[config.mk]
export PLATFORM = sky130hd
export DESIGN_NAME = sprite_collision_unit
export DESIGN_NICKNAME = d
export VERILOG_FILES = /design/src/rtl/sprite_collision_unit.sv
export SDC_FILE = /design/constraint.sdc
export NUM_CORES = 1
export LEC_CHECK = 0
export ABC_AREA = 0
export BUFFER_PORTS_ARGS = -buffer_cell sky130_fd_sc_hd__buf_2
export CAP_MARGIN = 20
export CORE_MARGIN = 3
export CORE_UTILIZATION = 40
export DETAILED_ROUTE_END_ITERATION = 16
export SYNTH_ARGS = -nofsm -noshare
export SYNTH_HDL_FRONTEND = slang
export SYNTH_SLANG_ARGS = --single-unit
[constraint.sdc]
create_clock -name clk -period 1.6 [get_ports clk]
set_input_delay 0.24 -clock clk [delete_from_list [all_inputs] [get_ports clk]]
set_output_delay 0.24 -clock clk [all_outputs]
set_load 0.02 [all_outputs]
[src/rtl/sprite_collision_unit.sv]
// Pixel compositor for two tank sprites over a playfield, with per-frame
// collision accumulation published on each vsync rising edge.
module sprite_collision_unit #(
  parameter int HIT_W = 8
) (
  input  logic             clk,
  input  logic             reset,
  input  logic [8:0]       hpos,
  input  logic [8:0]       vpos,
  input  logic             display_on,
  input  logic             hsync,
  input  logic             vsync,
  input  logic             sprite0_gfx,
  input  logic             sprite1_gfx,
  input  logic             playfield_gfx,
  output logic [2:0]       rgb,
  output logic             hsync_out,
  output logic             vsync_out,
  output logic             coll_s0_pf,
  output logic             coll_s1_pf,
  output logic             coll_s0_s1,
  output logic [8:0]       hit_x,
  output logic [8:0]       hit_y,
  output logic [HIT_W-1:0] hit_count,
  output logic             frame_done
);

  localparam logic [HIT_W-1:0] ONE = {{(HIT_W-1){1'b0}}, 1'b1};

  function automatic logic [HIT_W-1:0] sat_inc(input logic [HIT_W-1:0] cnt,
                                               input logic inc);
    if (inc && (cnt != {HIT_W{1'b1}}))
      return cnt + ONE;
    return cnt;
  endfunction

  // Fixed priority: sprite overlap, sprite0, sprite1, playfield, background.
  function automatic logic [2:0] compose(input logic on, input logic s0,
                                         input logic s1, input logic pf);
    if (!on)          return 3'b000;
    if (s0 && s1)     return 3'b111;
    if (s0)           return 3'b011;
    if (s1)           return 3'b110;
    if (pf)           return 3'b100;
    return 3'b000;
  endfunction

  logic             vsync_q;
  logic             acc_s0_pf, acc_s1_pf, acc_s0_s1;
  logic [HIT_W-1:0] acc_count;
  logic [8:0]       acc_x, acc_y;
  logic             first_seen;

  logic rise, hit_s0_pf, hit_s1_pf, hit_s0_s1;

  assign rise      = vsync && !vsync_q;
  assign hit_s0_pf = display_on && sprite0_gfx && playfield_gfx;
  assign hit_s1_pf = display_on && sprite1_gfx && playfield_gfx;
  assign hit_s0_s1 = display_on && sprite0_gfx && sprite1_gfx;

  always_ff @(posedge clk) begin
    if (reset) begin
      rgb        <= 3'b000;
      hsync_out  <= 1'b0;
      vsync_out  <= 1'b0;
      vsync_q    <= 1'b0;
      frame_done <= 1'b0;
      coll_s0_pf <= 1'b0;
      coll_s1_pf <= 1'b0;
      coll_s0_s1 <= 1'b0;
      hit_x      <= 9'd0;
      hit_y      <= 9'd0;
      hit_count  <= '0;
      acc_s0_pf  <= 1'b0;
      acc_s1_pf  <= 1'b0;
      acc_s0_s1  <= 1'b0;
      acc_count  <= '0;
      acc_x      <= 9'd0;
      acc_y      <= 9'd0;
      first_seen <= 1'b0;
    end else begin
      rgb        <= compose(display_on, sprite0_gfx, sprite1_gfx, playfield_gfx);
      hsync_out  <= hsync;
      vsync_out  <= vsync;
      vsync_q    <= vsync;
      frame_done <= rise;
      if (rise) begin
        // Publish including any hit on the edge cycle itself, then start fresh.
        coll_s0_pf <= acc_s0_pf | hit_s0_pf;
        coll_s1_pf <= acc_s1_pf | hit_s1_pf;
        coll_s0_s1 <= acc_s0_s1 | hit_s0_s1;
        hit_count  <= sat_inc(acc_count, hit_s0_pf);
        hit_x      <= first_seen ? acc_x : (hit_s0_pf ? hpos : 9'd0);
        hit_y      <= first_seen ? acc_y : (hit_s0_pf ? vpos : 9'd0);
        acc_s0_pf  <= 1'b0;
        acc_s1_pf  <= 1'b0;
        acc_s0_s1  <= 1'b0;
        acc_count  <= '0;
        acc_x      <= 9'd0;
        acc_y      <= 9'd0;
        first_seen <= 1'b0;
      end else begin
        acc_s0_pf <= acc_s0_pf | hit_s0_pf;
        acc_s1_pf <= acc_s1_pf | hit_s1_pf;
        acc_s0_s1 <= acc_s0_s1 | hit_s0_s1;
        acc_count <= sat_inc(acc_count, hit_s0_pf);
        if (hit_s0_pf && !first_seen) begin
          acc_x      <= hpos;
          acc_y      <= vpos;
          first_seen <= 1'b1;
        end
      end
    end
  end

endmodule

Word level (Yosys, flattened, before mapping)
Cells that the tools add are included.

Flip-flop bits (word level): 65. Bits of input ports: 26. Logic and storage cells: 76. Output and inout bits: 35.

Reduce and logical (&&, ||, !) cells: 12. Equality and inequality tests: 1. $add $sub $neg: 1. Multiplexer cells: 42. Bitwise operators: 3.

Operators with widths (number): 2-to-1 mux 9 bit (4); 2-to-1 mux 3 bit (11); 2-to-1 mux 1 bit (25); 2-to-1 mux 8 bit (2); logical AND 1 bit (9); adder 8 x 1 -> 8 bit (second input constant) (1); inequality test 8 bit (second input constant) (1); bitwise OR 1 bit (3); zero test 1 bit (2); OR reduction 2 bit (1).

Depth between registers and ports, before layout
Depth in word-level cells: 21. Mapped depth: 6. Mapped depth without buffers: 5.

Worst setup path after synthesis
OpenSTA, ideal clock, no wires.

Path kind: register to register. Start point: register vsync_q. End point: register hit_count[3]. Arrival: 1504 ps. Setup slack: 34 ps. Clock period less this slack: 1566 ps. Library setup time: 62 ps. Buffers on the path: 1. Required time: 1538 ps. Stages on the path, launching flop included: 5. Cell sequence: dfxtp_1 > or3b_1 > buf_2 > or4_1 > nand3_1.

Word-level cells in the longest chain between the ends: 2.

Ends and longest elaborated chain: start: declaration (RTL line 48) `logic vsync_q;`; start signal: assignment (RTL line 85) `vsync_q <= vsync;`; zero test 1 bit (RTL line 56) `assign rise = vsync && !vsync_q;`; logical AND 1 bit (RTL line 56); end signal: assignment (RTL line 92) `hit_count <= sat_inc(acc_count, hit_s0_pf);`; end: declaration (RTL line 24) `output logic [HIT_W-1:0] hit_count,`.

No other way between the ends. A chain may end at the register's enable or synchronous reset.

Worst setup path in the final report
Start point: register acc_count[0]. End point: register hit_count[5].

Word-level cells in the longest chain between the ends: 6. Elaborated cells between the ends (all ways): 8. Those cells by class: 1 x add/sub; 1 x eq/ne; 5 x mux; 1 x reduce/logical.

Ends and longest elaborated chain: start: declaration (RTL line 50) `logic [HIT_W-1:0] acc_count;`; start signal: assignment (RTL line 106) `acc_count <= sat_inc(acc_count, hit_s0_pf);`; parallel branches: the longest is 5 deep, another holds adder 8 x 1 -> 8 bit; 2-to-1 mux 8 bit * (RTL line 34) `return cnt;`.

Mark *: on every way between the ends. The select of a mux whose other input is x is not followed.

==> results.cfg <==
[outcome]
outcome = finished, final reports clean

[drt]
finalWirelength_um = 5530
wl_per_cell_um = 13.1
vias = 2146
ant_nets = 0
first_iter_violations = 104
route.detailed.drc = 0
dr.pass1.iters = 5
vias_per_cell = 5.07

[floorplan]
num_rows = 27
start_util_pct = 42.3
pin_count = 61
dieHeight_um = 83.3
die-area_mm2 = 0.00693
core_area_mm2 = 0.00564
die_width_um = 83.3

[sta]
skew_ns = 0.00798
setup_viol = 0
maxSlewHeadroom_pct = 57.8
fin_crit_sh_pct = 93.0
hold_violations = 0
finalSetupTns_ns = 0
worstMarginPinSlew_ns = 0.633
rsz0062_at_grt = no
final_max_slew_viol_count = 0
whs_ns = 0.117
layout_min_cycle_time_ns = 1.49
fmax_mhz = 672

[critical_path]
cp_slowest_cell = or3_1
cp_max_fo = 8
critPathArrivalTime_ns = 1.70
criticalPathCategory = reg -> reg
end_kind = flop
worstSetupStartpointType = flop
worst_path_largest_cell_delay_ns = 0.36
required_ns = 1.81
crit_path_cell_trace = ha_1 > nand3_1 > nor2_4 > o211a_1 > or3_1

[clock_network]
cts_tree = yes
cts_buffers = 9
clk_pin_slew_ns = 0.07
post-cts-setup-buffer-count = 0
clk_latency_ns = 0.34
cts_root_buf = clkbuf_8
ctsHoldBuffers = 0
cts_max_level = 3
cts_num_sinks = 65
cts_buffer_depth = 2

[grt]
grt_remaining_overflow = 0
grt_max_degree = 37
grt_usage_pct = 16.5
grt_pass1_vias = 1988
antenna_found_initial = 0
grt_pass1_wl_um = 9310

[cells_and_area]
final_nets = 374
final_common_cell = nand2_1
post_route_cells_drive_above_1_share_pct = 26.8
final_util_pct = 53.6
layout_common_cells = nand2_1, dfxtp_1, buf_2
num-fill-cells = 544
antenna_cells = 0
area_delta_synth_final_pct = 26.7

[power]
power_density_mw_per_mm2 = 1050
p_leak_nw = 1.22
peakVddDrop_mv = 0.489

[placement]
hpwl_um = 3860
portBuffers = 60
gp_congestion = 0.836

[min_path]
hp-class = in -> reg

[synth]
synth_area_mm2 = 0.00239
ys_ff_latch = 65
async_flop_share_pct = 0
synth_area_per_cell_um2 = 8.50
synth.yosys.warnings = 0
synth_nets = 308
synthCells = 281
synth_cell_type_count = 33
synth-edff-count = 0
synth_top_flop_cell = dfxtp_1
ys_seq_area_share_pct = 54.5

[run]
cap_violations = 0
through the flow:
step | setup WS, ns | total power [mW] | std cells | area, um^2
finish | 0.113 | 3.18 | 423 | 3030
global route | 0.0124 | 3.31 | 423 | 3030
CTS | 0.0323 | 3.20 | 423 | 3010
detailed placement | 0.0177 | 1.92 | 408 | 2840
global placement | 0.0645 | 1.92 | 408 | 2840
floorplan | 0.0340 | 1.81 | 281 | 2390
final cells by class:
| cell class | count | area, um^2 | area share [%] |
|---|---|---|---|
| well taps | 72 | 90.1 | 2.98 |
| repair buffers | 73 | 423 | 14.0 |
| clock inverters | 4 | 45.0 | 1.49 |
| multi-input cells | 196 | 1030 | 33.9 |
| inverters | 2 | 7.51 | 0.248 |
| clock buffers | 11 | 131 | 4.34 |
| flip-flops and latches | 65 | 1300 | 43.1 |
per-layer routing:
layer	part of all wire (%)	up-vias	track usage (%)
met4	2.4	0	8.32
met3	6.5	11	5.26
met2	42	69	23.4
met5	0	-	0
met1	49	972	22.5
li1	-	1094	-
cell usage after synthesis (3+ instances only):
library cell  count  area share [%]
nor2b_1           3            0.79
a22oi_1          18             5.7
nand3_1           5             1.0
mux2i_1           3             1.3
buf_2             3            0.63
or3_1             3            0.79
dfxtp_1          65              54
o21ai_0          28             5.9
nor2_1           18             2.8
a21oi_1          22             4.6
clkbuf_1         15             2.4
nand2_1          68              11
nor3_1            4            0.84
sequential cells by signal (all words and copies together), names as in the netlist, 3 cells and up:
register and flops:
acc_x 9, acc_y 9, hit_x 9, hit_y 9, acc_count 8, hit_count 8
rgb 3
repair_timing:
action | CTS | global route
gates resized for setup | 1 | 6
setup endpoints to repair | 1 | 6
pin swaps | 0 | 0
kinds of logic (layout without fill, tap and decap cells):
| family | Yosys count | count (layout) | synth area share [%] |
|---|---|---|---|
| DFF | 65 | 65 | 54.5 |
| adders and majority gates | 1 | 1 | 0.524 |
| AOI/OAI and AO/OA | 77 | 77 | 19.1 |
| buffers and inverters | 20 | 90 | 3.30 |
| and+or+nand+nor | 113 | 113 | 20.6 |
| muxes | 3 | 3 | 1.26 |
| xor gates and xnor gates | 2 | 2 | 0.734 |
path summary, 6_finish.rpt:
kind	start	slack [ns]	to	depth (start not counted)
min	hsync	0.12	hsync_out	2
max	acc_count[0]	0.11	hit_count[5]	5
max reg2reg	acc_count[0]	0.11	hit_count[5]	5
min reg2reg	coll_s0_pf	0.45	coll_s0_pf	2
critical path, delay by kind of cell, from the launching register on:
| family | cells | cell delay, ns |
|---|---|---|
| fa+ha+maj | 1 | 0.24 |
| simple gates | 3 | 0.59 |
| compound gates | 1 | 0.20 |
| flops | 1 | 0.33 |
report_power, final:
part	switching (mW)	internal [mW]	total, mW
sequential	0.0128	1.65	1.66
combinational	0.141	0.0822	0.223
clock	0.587	0.704	1.29
total	0.742	2.43	3.18
No activity file was read; power rests on OpenSTA's default activity.
